File: src/rtl/ifetch_pkg.sv
// Shared state encoding and sizing constants for the byte-serial instruction fetch path.
package ifetch_pkg;

    typedef enum logic [1:0] {
        ST_IDLE = 2'd0,
        ST_READ = 2'd1,
        ST_DONE = 2'd2
    } fetch_state_e;

    localparam int LANE_W  = 4;
    localparam int BYTE_W  = 8;
    localparam int PC_STEP = 4;

    // Little-endian lane select: byte k of the word lands in lane k.
    function automatic logic [LANE_W-1:0] lane_strobe(input logic [1:0] idx);
        lane_strobe = LANE_W'(1) << idx;
    endfunction

endpackage

File: src/rtl/ifetch_wait_timer.sv
// Counts consecutive stalled cycles of one byte read and flags the cycle on which
// the stall budget runs out; a TIMEOUT of 0 never expires.
module ifetch_wait_timer #(
    parameter int TIMEOUT = 15
) (
    input  logic clk,
    input  logic rst_n,
    input  logic count_en_i,
    input  logic clear_i,
    output logic expired_o
);

    localparam int               CNT_W   = (TIMEOUT < 2) ? 1 : $clog2(TIMEOUT + 1);
    localparam logic [CNT_W-1:0] LAST    = CNT_W'((TIMEOUT == 0) ? 0 : TIMEOUT - 1);
    localparam bit               ENABLED = (TIMEOUT != 0);

    logic [CNT_W-1:0] count_q;

    // Expiry is seen on the stalled edge that would bring the count up to TIMEOUT.
    assign expired_o = ENABLED && count_en_i && (count_q == LAST);

    always_ff @(posedge clk or negedge rst_n) begin
        if (!rst_n) begin
            count_q <= '0;
        end else if (clear_i || expired_o) begin
            count_q <= '0;
        end else if (count_en_i && ENABLED) begin
            count_q <= count_q + CNT_W'(1);
        end
    end

endmodule

File: src/rtl/ifetch_byte_sequencer.sv
// Byte-serial instruction fetch: reads one 32-bit instruction as four byte reads,
// strobes each byte into its lane of the instruction register and owns the PC.
module ifetch_byte_sequencer
    import ifetch_pkg::*;
#(
    parameter int                ADDR_W   = 16,
    parameter logic [ADDR_W-1:0] RESET_PC = '0,
    parameter int                TIMEOUT  = 15
) (
    input  logic              clk,
    input  logic              rst_n,
    input  logic              fetch_req_i,
    input  logic              pc_load_i,
    input  logic [ADDR_W-1:0] pc_in_i,
    output logic [ADDR_W-1:0] mem_addr_o,
    output logic              mem_rd_o,
    input  logic              mem_ready_i,
    input  logic [BYTE_W-1:0] mem_rdata_i,
    output logic [BYTE_W-1:0] data_out_o,
    output logic [LANE_W-1:0] inst_write_o,
    output logic              fetch_busy_o,
    output logic              fetch_done_o,
    output logic              fetch_err_o,
    output logic [ADDR_W-1:0] pc_out_o
);

    fetch_state_e      state_q;
    logic [ADDR_W-1:0] pc_q;
    logic [ADDR_W-1:0] base_q;
    logic [1:0]        k_q;
    logic [BYTE_W-1:0] data_q;
    logic [LANE_W-1:0] strobe_q;
    logic              done_q;
    logic              err_q;

    logic              reading;
    logic              stall;
    logic              expired;

    assign reading = (state_q == ST_READ);
    assign stall   = reading && !mem_ready_i;

    ifetch_wait_timer #(
        .TIMEOUT (TIMEOUT)
    ) u_wait_timer (
        .clk        (clk),
        .rst_n      (rst_n),
        .count_en_i (stall),
        .clear_i    (!stall),
        .expired_o  (expired)
    );

    // The memory interface is decoded straight from state so an async reset drops mem_rd at once.
    assign mem_rd_o     = reading;
    assign mem_addr_o   = reading ? (base_q + ADDR_W'(k_q)) : '0;
    assign fetch_busy_o = (state_q != ST_IDLE);
    assign data_out_o   = data_q;
    assign inst_write_o = strobe_q;
    assign fetch_done_o = done_q;
    assign fetch_err_o  = err_q;
    assign pc_out_o     = pc_q;

    always_ff @(posedge clk or negedge rst_n) begin
        if (!rst_n) begin
            state_q  <= ST_IDLE;
            pc_q     <= RESET_PC;
            base_q   <= '0;
            k_q      <= '0;
            data_q   <= '0;
            strobe_q <= '0;
            done_q   <= 1'b0;
            err_q    <= 1'b0;
        end else begin
            strobe_q <= '0;
            done_q   <= 1'b0;
            err_q    <= 1'b0;
            case (state_q)
                ST_IDLE: begin
                    if (pc_load_i) begin
                        pc_q <= pc_in_i;
                    end else if (fetch_req_i) begin
                        base_q  <= pc_q;
                        k_q     <= '0;
                        state_q <= ST_READ;
                    end
                end
                ST_READ: begin
                    if (mem_ready_i) begin
                        data_q   <= mem_rdata_i;
                        strobe_q <= lane_strobe(k_q);
                        if (k_q == 2'd3) begin
                            done_q  <= 1'b1;
                            state_q <= ST_DONE;
                        end else begin
                            k_q <= k_q + 2'd1;
                        end
                    end else if (expired) begin
                        err_q   <= 1'b1;
                        state_q <= ST_IDLE;
                    end
                end
                ST_DONE: begin
                    pc_q    <= base_q + ADDR_W'(PC_STEP);
                    state_q <= ST_IDLE;
                end
                default: begin
                    state_q <= ST_IDLE;
                end
            endcase
        end
    end

endmodule
File: config.mk
export PLATFORM = sky130hd
export DESIGN_NAME = ifetch_byte_sequencer
export DESIGN_NICKNAME = d
export VERILOG_FILES = /design/src/rtl/ifetch_pkg.sv /design/src/rtl/ifetch_wait_timer.sv /design/src/rtl/ifetch_byte_sequencer.sv
export SDC_FILE = /design/constraint.sdc
export NUM_CORES = 1
export LEC_CHECK = 0
export BUFFER_PORTS_ARGS = -buffer_cell sky130_fd_sc_hd__buf_2
export CAP_MARGIN = 15
export CORE_MARGIN = 1
export CORE_UTILIZATION = 45
export CTS_BUF_LIST = sky130_fd_sc_hd__clkbuf_8
export DETAILED_ROUTE_END_ITERATION = 8
export PLACE_DENSITY = 0.73
export RECOVER_POWER = 50
export SLEW_MARGIN = 40
export SYNTH_ARGS = -nofsm -noshare
export SYNTH_HDL_FRONTEND = slang
export SYNTH_SLANG_ARGS = --single-unit
File: constraint.sdc
create_clock -name clk -period 1.5 [get_ports clk]
set_input_delay 0.15 -clock clk [delete_from_list [all_inputs] [get_ports clk]]
set_output_delay 0.15 -clock clk [all_outputs]
set_load 0.005 [all_outputs]
---- Yosys cells after proc, flatten, opt, wreduce, memory -nomap -nowiden ----
Index checks and enable logic that the tools add are counted.
operators by class
  div/mod/pow operators ................... 0
  add/sub/neg operators ................... 4
  $mul .................................... 0
  shift operators ......................... 1
  reductions and logical operators ........ 15
  mux-type cells .......................... 24
  equality and inequality tests ........... 11
  bitwise logic cells ..................... 1
  order comparisons ....................... 0
operators by type and width
  kind                     number
  $mux W16                 2
  $pmux W16 S2             1
  $mux W2                  9
  $add A16 B2 Y16          1
  $add A16 B3 Y16 const B  1
  $mux W4                  4
  $ne A2 B2 Y1 const B     5
  $pmux W2 S2              2
  $reduce_bool A2 Y1       4
  $mux W1                  6
  $ne A3 B2 Y1 const B     2
  $reduce_and A5 Y1        1
  $add A4 B1 Y4 const B    1
  $eq A2 B2 Y1 const B     2
  $eq A4 B4 Y1 const B     1
  $reduce_and A2 Y1        2
  $reduce_and A4 Y1        1
  $shl A1 B2 Y4 const A    1
  $reduce_and A3 Y1        1
  $add A2 B1 Y2 const B    1
  $eq A2 B1 Y1 const B     1
  $logic_and A1 B1 Y1      2
  $logic_not A1 Y1         2
  $logic_not A2 Y1         1
  other kinds (2)          2
storage, ports and cells
  logic and storage cells ................. 65
  RAM bits ................................ 0
  register bits ........................... 54
  memories kept ........................... 0
  latch bits .............................. 0
  input bits .............................. 29
  output and inout bits ................... 48
  ROM bits ................................ 0

---- Depth between registers and ports, before layout ----
Gate-level depths: netlist of the first run.
  depth after elaboration ................. 6
  mapped depth ............................ 7
  depth with buffers taken out ............ 6

---- By module ----
From an unflattened synthesis of the first run, not the netlist that was laid out.
second synthesis, totals
  cell total of the unflattened synthesis .. 286
  area, all modules ....................... 2,919.0 um^2
modules (own cells, without submodules)
  module                 cells each  instances  area an instance (um^2)
  ifetch_byte_sequencer  266         1          2,705.1
  ifetch_wait_timer      20          1          214.0

---- Worst setup path before layout of the first run ----
OpenSTA, ideal clock, no wires.
  path kind ............................... register -> output
  start ................................... reg k_q[1]
  end ..................................... out mem_addr_o[15]
  setup slack ............................. -0.191 ns
  stages on the path, launching flop included .. 6
  required time ........................... 1.350 ns
  buffers on the path ..................... 0
  arrival time ............................ 1.541 ns
  cell sequence ........................... dfrtp_1 ha_1 a21oi_1 nor4_4 a31o_1 a21oi_1
between the ends
  longest elaborated chain between the ends .. 2
RTL lines
  element                 RTL line                     text
  from (decl)             ifetch_byte_sequencer.sv:30  logic [1:0] k_q;
  from (signal assigned)  ifetch_byte_sequencer.sv:95  k_q <= k_q + 2'd1;
  $add A16 B2 Y16         ifetch_byte_sequencer.sv:55  assign mem_addr_o = reading ? (base_q + ADDR_W'(k_q)) : '0;
  $mux W16                ifetch_byte_sequencer.sv:55
  to (decl)               ifetch_byte_sequencer.sv:15  output logic [ADDR_W-1:0] mem_addr_o,
No other way between the ends.

---- Worst setup path in the final report of the first run ----
  start ................................... reg base_q[1]
  end ..................................... out mem_addr_o[11]
between the ends
  longest elaborated chain between the ends .. 2
RTL lines
  element                 RTL line                     text
  from (decl)             ifetch_byte_sequencer.sv:29  logic [ADDR_W-1:0] base_q;
  from (signal assigned)  ifetch_byte_sequencer.sv:82  base_q <= pc_q;
  $add A16 B2 Y16         ifetch_byte_sequencer.sv:55
  $mux W16                ifetch_byte_sequencer.sv:55
No other way between the ends.

==> impl_metrics.py, run 1 <==
metrics = {
    "synth": {
        "synth_edf_count": 0,
        "avgSynthCellArea_sq_um": 10.5,
        "synthFlopType": "dfrtp_1",
        "synth.most_common_cell": "dfrtp_1",
        "ys_types": 49,
        "synthTopCellsByCount": "53 x dfrtp_1, 22 x nor2_1, 20 x xnor2_1",
        "syn_area_sq_mm": 0.00290,
        "synth_top_cell_area_share": 0.457,
        "synthCells": 277,
        "yosysWarnings": 0,
        "yosysTopAreaCell": "dfrtp_1",
        "ys_seq_area_frac": 0.457,
        "syn_nets": 316,
        "synth_seq_cells": 53,
        "synth.area.top_cells": "dfrtp_1 46%, xnor2_1 6.0%, mux2_1 5.0%, ha_1 3.9%, mux2_2 3.1%",
        "async_flop_share": 1.00,
    },
    "job": {
        "drv_cap": 0,
    },
    "power_and_ir_drop": {
        "powerDensity_mw_per_mm2": 1840,
        "p_leak_nw": 2.03,
        "switching_share": 0.376,
        "clkPwrFrac": 0.133,
        "p_int_mw": 4.87,
        "p_sw_mw": 2.94,
        "max-vdd-ir-drop_v": 0.000869,
        "comb_power_share": 0.550,
        "power_frac_seq": 0.317,
    },
    "worst_setup_path": {
        "worstPathRequired_ps": 1350,
        "rrSetupSlack_ps": -100,
        "cp_top_family": "flip-flops",
        "critPathKind": "flip-flop to output pin",
        "crit_fanout": 7,
        "cpPeakStageDelay_ps": 410,
        "path_buf_inv": 2,
        "reg2reg_from": "base_q[2]$_DFFE_PN0P_",
        "rr_endpoint": "pc_out_o[14]$_DFFE_PN0P_",
        "ff2ff_path_depth": 6,
        "arrival_ps": 1880,
        "slowest_stage": "dfrtp_1",
        "crit_start": "base_q[1]$_DFFE_PN0P_",
        "cp-end-kind": "output pin",
        "crit_chain": "ha_1, a21oi_4, buf_4, nor4_2, xnor2_1, nor2_1, buf_2",
        "crit_path_start_kind": "flip-flop",
    },
    "global_routing": {
        "grt_use_total": 0.242,
        "grt_pass1_wl_um": 12100,
        "grt_max_degree": 17,
        "grt_pass1_vias": 2536,
        "gr-total-overflow": 0,
        "antenna_found_initial": 0,
    },
    "clocking": {
        "clockRootBuffer": "clkbuf_8",
        "cts_buffer_depth": 2,
        "clock-sinks": 53,
        "h-tree-depth": 2,
        "numCtsBuffers": 5,
        "insertion_delay_ps": 310,
        "clk_pin_slew_worst_paths_ps": 100,
        "cts_tree": "built",
    },
    "finish": {
        "area_delta_synth_final_pct": 46.2,
        "finalInstanceArea_sq_mm": 0.00424,
        "finalCoreUtilization": 0.700,
        "antennaDiodeCount": 0,
        "nFillCells": 415,
        "drive_gt1_frac": 0.518,
        "nets": 447,
    },
    "hold_path": {
        "hold_path_end": "data_out_o[3]$_DFFE_PN0P_",
        "hold_class": "input port to flip-flop",
        "holdPathStages": 2,
        "hp-start": "mem_rdata_i[3]",
    },
    "outcome": {
        "outcome": "finished, violations left",
        "violations": "setup timing",
    },
    "drt": {
        "viasPerCell": 5.39,
        "drcViolationCount": 0,
        "drt_iter0_drc": 155,
        "drtPass1Iterations": 6,
        "vias": 2611,
        "drt-total-wl_um": 8230,
        "antenna_left": 0,
        "route.detailed.wl_per_inst_um": 17.0,
    },
    "sta": {
        "relSlewSlack": 0.569,
        "setup_viol": 35,
        "finalSetupTns_ps": -8220,
        "grt_setup_unrepaired": "true",
        "report.final.slew_viol_count": 0,
        "worstMarginPinSlew_ps": 646,
        "period_share": 1.36,
        "hold_viol_final": 0,
        "clock.fmax_mhz": 492,
        "clock_skew_ps": 8.22,
        "period_needed_ps": 2030,
        "setup_slack_ps": -534,
    },
    "floorplan": {
        "fp.coreArea_sq_mm": 0.00606,
        "die_h_um": 82.3,
        "design.die.area_sq_mm": 0.00678,
        "die_x_um": 82.3,
        "initial_utilization": 0.479,
        "rows": 28,
        "ios": 77,
    },
    "place": {
        "place_ws_ps": -159,
        "hpwl_um": 5370,
        "numPortBuffers": 76,
        "dpl_cell_area_sq_mm": 0.00372,
        "gp_congestion": 0.891,
    },
}
==> state kept, by name, summed over array words and instances (netlist names) <==
name	cells
state_q	2
k_q	2
base_q	16
u_wait_timer.count_q	4
pc_out_o	16
fetch_err_o	1
data_out_o	8
inst_write_o	3
fetch_done_o	1
==> cells in the final DEF, fill, tap and decap left out, types with 2 or more instances in the layout <==
master / n
a211oi_1: 2
a211oi_2: 2
a21oi_1: 10
a221o_1: 2
a22oi_2: 3
and2_4: 2
and3_1: 5
buf_12: 3
buf_2: 73
buf_4: 49
buf_6: 16
clkbuf_2: 3
clkbuf_8: 6
dfrtp_1: 50
dfrtp_2: 3
ha_1: 6
ha_4: 2
inv_1: 8
mux2_2: 8
mux2_4: 13
mux2i_1: 3
nand2_1: 15
nand2b_1: 2
nand3_1: 8
nand3_2: 2
nand4_1: 5
nor2_1: 21
nor2b_1: 5
nor3_1: 5
nor3_2: 2
nor3_4: 2
nor3b_4: 2
nor4_4: 4
o21ai_0: 3
o21ai_1: 9
o22a_1: 2
o22ai_1: 2
xnor2_1: 20
xor2_1: 6
==> logic make-up after synthesis <==
logic type	after synthesis	share of synthesized area
AO/OA/AOI/OAI	41	0.0892
XOR/XNOR	26	0.0784
adder cells (fa/ha/maj)	10	0.0457
buffers and inverters	31	0.0586
flip-flops	53	0.457
multiplexers	25	0.0953
AND/OR/NAND/NOR	91	0.176
==> worst reg2reg max path, delay by kind of cell, from the launching register on <==
family                     cells  cell delay [ps]
adders and majority gates      1              170
DFF                            1              410
buffers and inverters          1              140
and+or+nand+nor                2              390
xor gates and xnor gates       1              100
AOI/OAI and AO/OA              1              300
==> power by group through the flow <==
stage	logic [mW]	registers, mW	clock network, mW
finish	4.30	2.47	1.04
global route	4.61	2.54	1.10
CTS	3.88	2.45	1.06
detailed placement	3.45	2.48	0
global placement	3.34	2.44	0
floorplan	2.02	2.39	0
==> metal layers <==
metal	up-vias	wire length, um	track usage	share of wire
met4	0	137	0.0877	0.017
met2	83	4380	0.431	0.53
li1	1221	-	-	-
met1	1292	3380	0.295	0.41
met3	15	334	0.0363	0.041
met5	-	0	0	0
==> area by class of cell <==
cell class                 count  area (sq um)  share of cell area
inverter                       9          36.3             0.00855
clock inverter                 2          37.5             0.00885
sequential                    53          1330               0.313
multi-input combinational    193          1660               0.391
timing repair buffer         146          1000               0.236
clock buffer                   6          82.6              0.0195
tap                           75          93.8              0.0221
==> metrics by stage <==
stage / hold WS [ps] / total power [mW] / std cells
after floorplan: -146 / 4.41 / 277
after global placement: 40.4 / 5.78 / 455
after detailed placement: 39.4 / 5.93 / 455
after CTS: 60.8 / 7.39 / 476
after global routing: 58.9 / 8.25 / 484
final: 65.9 / 7.82 / 484
==> worst max path at each step <==
stage | end | slack [ps] | cells after the start
after floorplan | base_q[11]$_DFFE_PN0P_ | -20 | 5
after global placement | mem_addr_o[12] | -120 | 7
after detailed placement | mem_addr_o[14] | -160 | 7
after CTS | mem_addr_o[15] | -510 | 6
after global routing | mem_addr_o[11] | -600 | 7
final | mem_addr_o[11] | -530 | 7
==> what timing repair did <==
| item | in CTS | in global routing |
|---|---|---|
| pin swaps | 11 | 18 |
| setup buffers | 12 | 8 |
| setup endpoints to repair | 37 | 47 |
| hold endpoints to repair | 9 | 0 |
| cloned | 0 | 0 |
| resized for setup | 26 | 35 |
| hold buffers | 1 | 0 |
No activity file was read; power rests on OpenSTA's default activity.
==> inputs of run 2 (changes only) <==
--- a/config.mk
+++ b/config.mk
@@ -7,7 +7,7 @@
 export LEC_CHECK = 0
 export BUFFER_PORTS_ARGS = -buffer_cell sky130_fd_sc_hd__buf_2
 export CAP_MARGIN = 15
-export CORE_MARGIN = 1
+export CORE_MARGIN = 8
 export CORE_UTILIZATION = 45
 export CTS_BUF_LIST = sky130_fd_sc_hd__clkbuf_8
 export DETAILED_ROUTE_END_ITERATION = 8
==> constraint.sdc (replaced) <==
create_clock -name clk -period 1.5 [get_ports clk]
set_input_delay 0.3 -clock clk [delete_from_list [all_inputs] [get_ports clk]]
set_output_delay 0.3 -clock clk [all_outputs]
set_load 0.005 [all_outputs]
==> run 2 against run 1 <==
- the flow still finishes with violations (setup timing)
- via count is 2.0% lower
- final cell count is 1.7% higher
- largest power group unchanged
- critical path depth stayed put
- largest cell class unchanged
- final area is 4.0% higher
- count of clock-buffer cells in the layout is 1 lower
- core utilization is 0.30 points higher
- sequential share of layout area is 1.2 points lower
==> impl_metrics.py, run 2 (synthesis gave the netlist of run 1 again) <==
metrics = {
    "worst_setup_path": {
        "crit_fanout": 4,
        "cp-end-kind": "output pin",
        "critPathKind": "flip-flop to output pin",
        "reg2reg_from": "state_q[0]$_DFFE_PN0P_",
        "arrival_ps": 1930,
        "cpPeakStageDelay_ps": 430,
        "worstPathRequired_ps": 1200,
        "slowest_stage": "dfrtp_1",
        "crit_chain": "ha_4, fa_2, nand2_4, buf_4, xor2_1, nor2_1, buf_2",
        "ff2ff_path_depth": 8,
        "crit_path_start_kind": "flip-flop",
        "rrSetupSlack_ps": -160,
        "crit_start": "base_q[0]$_DFFE_PN0P_",
    },
    "finish": {
        "final_cells": 492,
        "mostFrequentLayoutCells": "72 x buf_2, 52 x buf_4, 49 x dfrtp_1",
        "antennaDiodeCount": 0,
        "finalCoreUtilization": 0.703,
        "drive_gt1_frac": 0.564,
        "nets": 453,
        "area_delta_synth_final_pct": 52.0,
        "final_common_cell": "buf_2",
    },
    "sta": {
        "period_share": 1.49,
        "period_needed_ps": 2230,
        "clock.fmax_mhz": 448,
        "relSlewSlack": 0.507,
        "worstMarginPinSlew_ps": 740,
        "setup_slack_ps": -733,
        "grt_setup_unrepaired": "true",
        "hold_viol_final": 0,
        "clock_skew_ps": 12.0,
        "report.final.slew_viol_count": 0,
        "setup_viol": 46,
        "fin_hold_ws_ps": 200,
    },
    "outcome": {
        "violations": "setup timing",
        "outcome": "finished, violations left",
    },
    "drt": {
        "drtPass1Iterations": 4,
        "vias": 2559,
        "drt-total-wl_um": 8150,
        "viasPerCell": 5.20,
        "drcViolationCount": 0,
        "route.detailed.wl_per_inst_um": 16.6,
        "antenna_left": 0,
        "drt_iter0_drc": 178,
    },
    "place": {
        "numPortBuffers": 76,
        "post-place-cells": 456,
        "place_ws_ps": -346,
        "hpwl_um": 5560,
        "gp_congestion": 0.884,
    },
    "global_routing": {
        "grt_use_total": 0.168,
        "gr-total-overflow": 0,
        "grt_pass1_vias": 2517,
        "antenna_found_initial": 0,
        "grt_pass1_wl_um": 12100,
        "grt_max_degree": 54,
    },
    "power_and_ir_drop": {
        "powerDensity_mw_per_mm2": 1800,
        "clkPwrFrac": 0.107,
        "switching_share": 0.385,
        "comb_power_share": 0.582,
        "power_frac_seq": 0.310,
        "max-vdd-ir-drop_v": 0.000960,
        "p_int_mw": 4.89,
        "p_leak_nw": 2.07,
        "p_sw_mw": 3.05,
    },
    "floorplan": {
        "rows": 29,
        "die_x_um": 96.3,
        "design.die.area_sq_mm": 0.00928,
        "fp.coreArea_sq_mm": 0.00628,
        "ios": 77,
        "die_h_um": 96.3,
        "initial_utilization": 0.462,
    },
    "clocking": {
        "cts_buffer_depth": 2,
        "h-tree-depth": 2,
        "clockRootBuffer": "clkbuf_8",
        "insertion_delay_ps": 320,
        "clock-sinks": 53,
        "clk_pin_slew_worst_paths_ps": 110,
        "cts_tree": "built",
        "numCtsBuffers": 5,
    },
    "hold_path": {
        "hold_class": "input port to flip-flop",
        "holdPathStages": 2,
        "hp-start": "mem_rdata_i[3]",
    },
    "job": {
        "drv_cap": 0,
    },
}
==> run 2: final timing paths <==
| path | to |
|---|---|
| worst max-delay path | mem_addr_o[4] |
| worst min-delay path | data_out_o[3]$_DFFE_PN0P_ |
| worst max register to register | pc_out_o[13]$_DFFE_PN0P_ |
| worst min register to register | u_wait_timer.count_q[0]$_DFFE_PN0P_ |
| max in group asynchronous | base_q[1]$_DFFE_PN0P_ |
| min in group asynchronous | inst_write_o[1]$_DFF_PN0_ |
==> run 2: final cells by class <==
class                      instances  area (sq um)
timing repair buffer             152          1090
clock inverter                     3          25.0
sequential                        53          1330
tap                               77          96.3
clock buffer                       5          68.8
multi-input combinational        193          1770
inverter                           9          36.3
fill                             445          1860
==> run 2: layer usage <==
metal	vias to the layer above	routed length (um)	track usage
met5	-	0	0
met4	0	136	0.0605
met3	11	440	0.0289
met2	66	4190	0.283
met1	1249	3380	0.211
li1	1233	-	-
==> run 2: power by group through the flow <==
stage / logic, mW / registers (mW) / clock network, mW
after CTS: 3.90 / 2.45 / 0.884
after global routing: 4.98 / 2.54 / 0.931
after floorplan: 2.13 / 2.41 / 0
after detailed placement: 3.59 / 2.46 / 0
after global placement: 3.49 / 2.43 / 0
final: 4.62 / 2.47 / 0.852
==> run 2: timing repair <==
item / 4_1_cts / 5_1_grt
buffers inserted: 4 / 24
endpoints found under the setup margin: 46 / 49
pin swaps: 9 / 35
hold buffers: 1 / 0
endpoints found under the hold margin: 53 / 0
gates resized for setup: 21 / 57
==> run 2: worst max-delay path, delay by kind of cell, from the launching register on <==
family,cells,cell delay [ps]
XOR/XNOR,1,130
adder cells (fa/ha/maj),2,590
buffers and inverters,2,250
flip-flops,1,430
AND/OR/NAND/NOR,2,200
==> run 2: per-stage QoR <==
step / setup TNS (ps) / cell area, sq um / total power [mW]
final: -11960 / 4410 / 7.94
after global routing: -14610 / 4410 / 8.45
after CTS: -10020 / 4030 / 7.24
after detailed placement: -4680 / 3790 / 6.05
after global placement: -3940 / 3790 / 5.92
after floorplan: -1280 / 3050 / 4.54
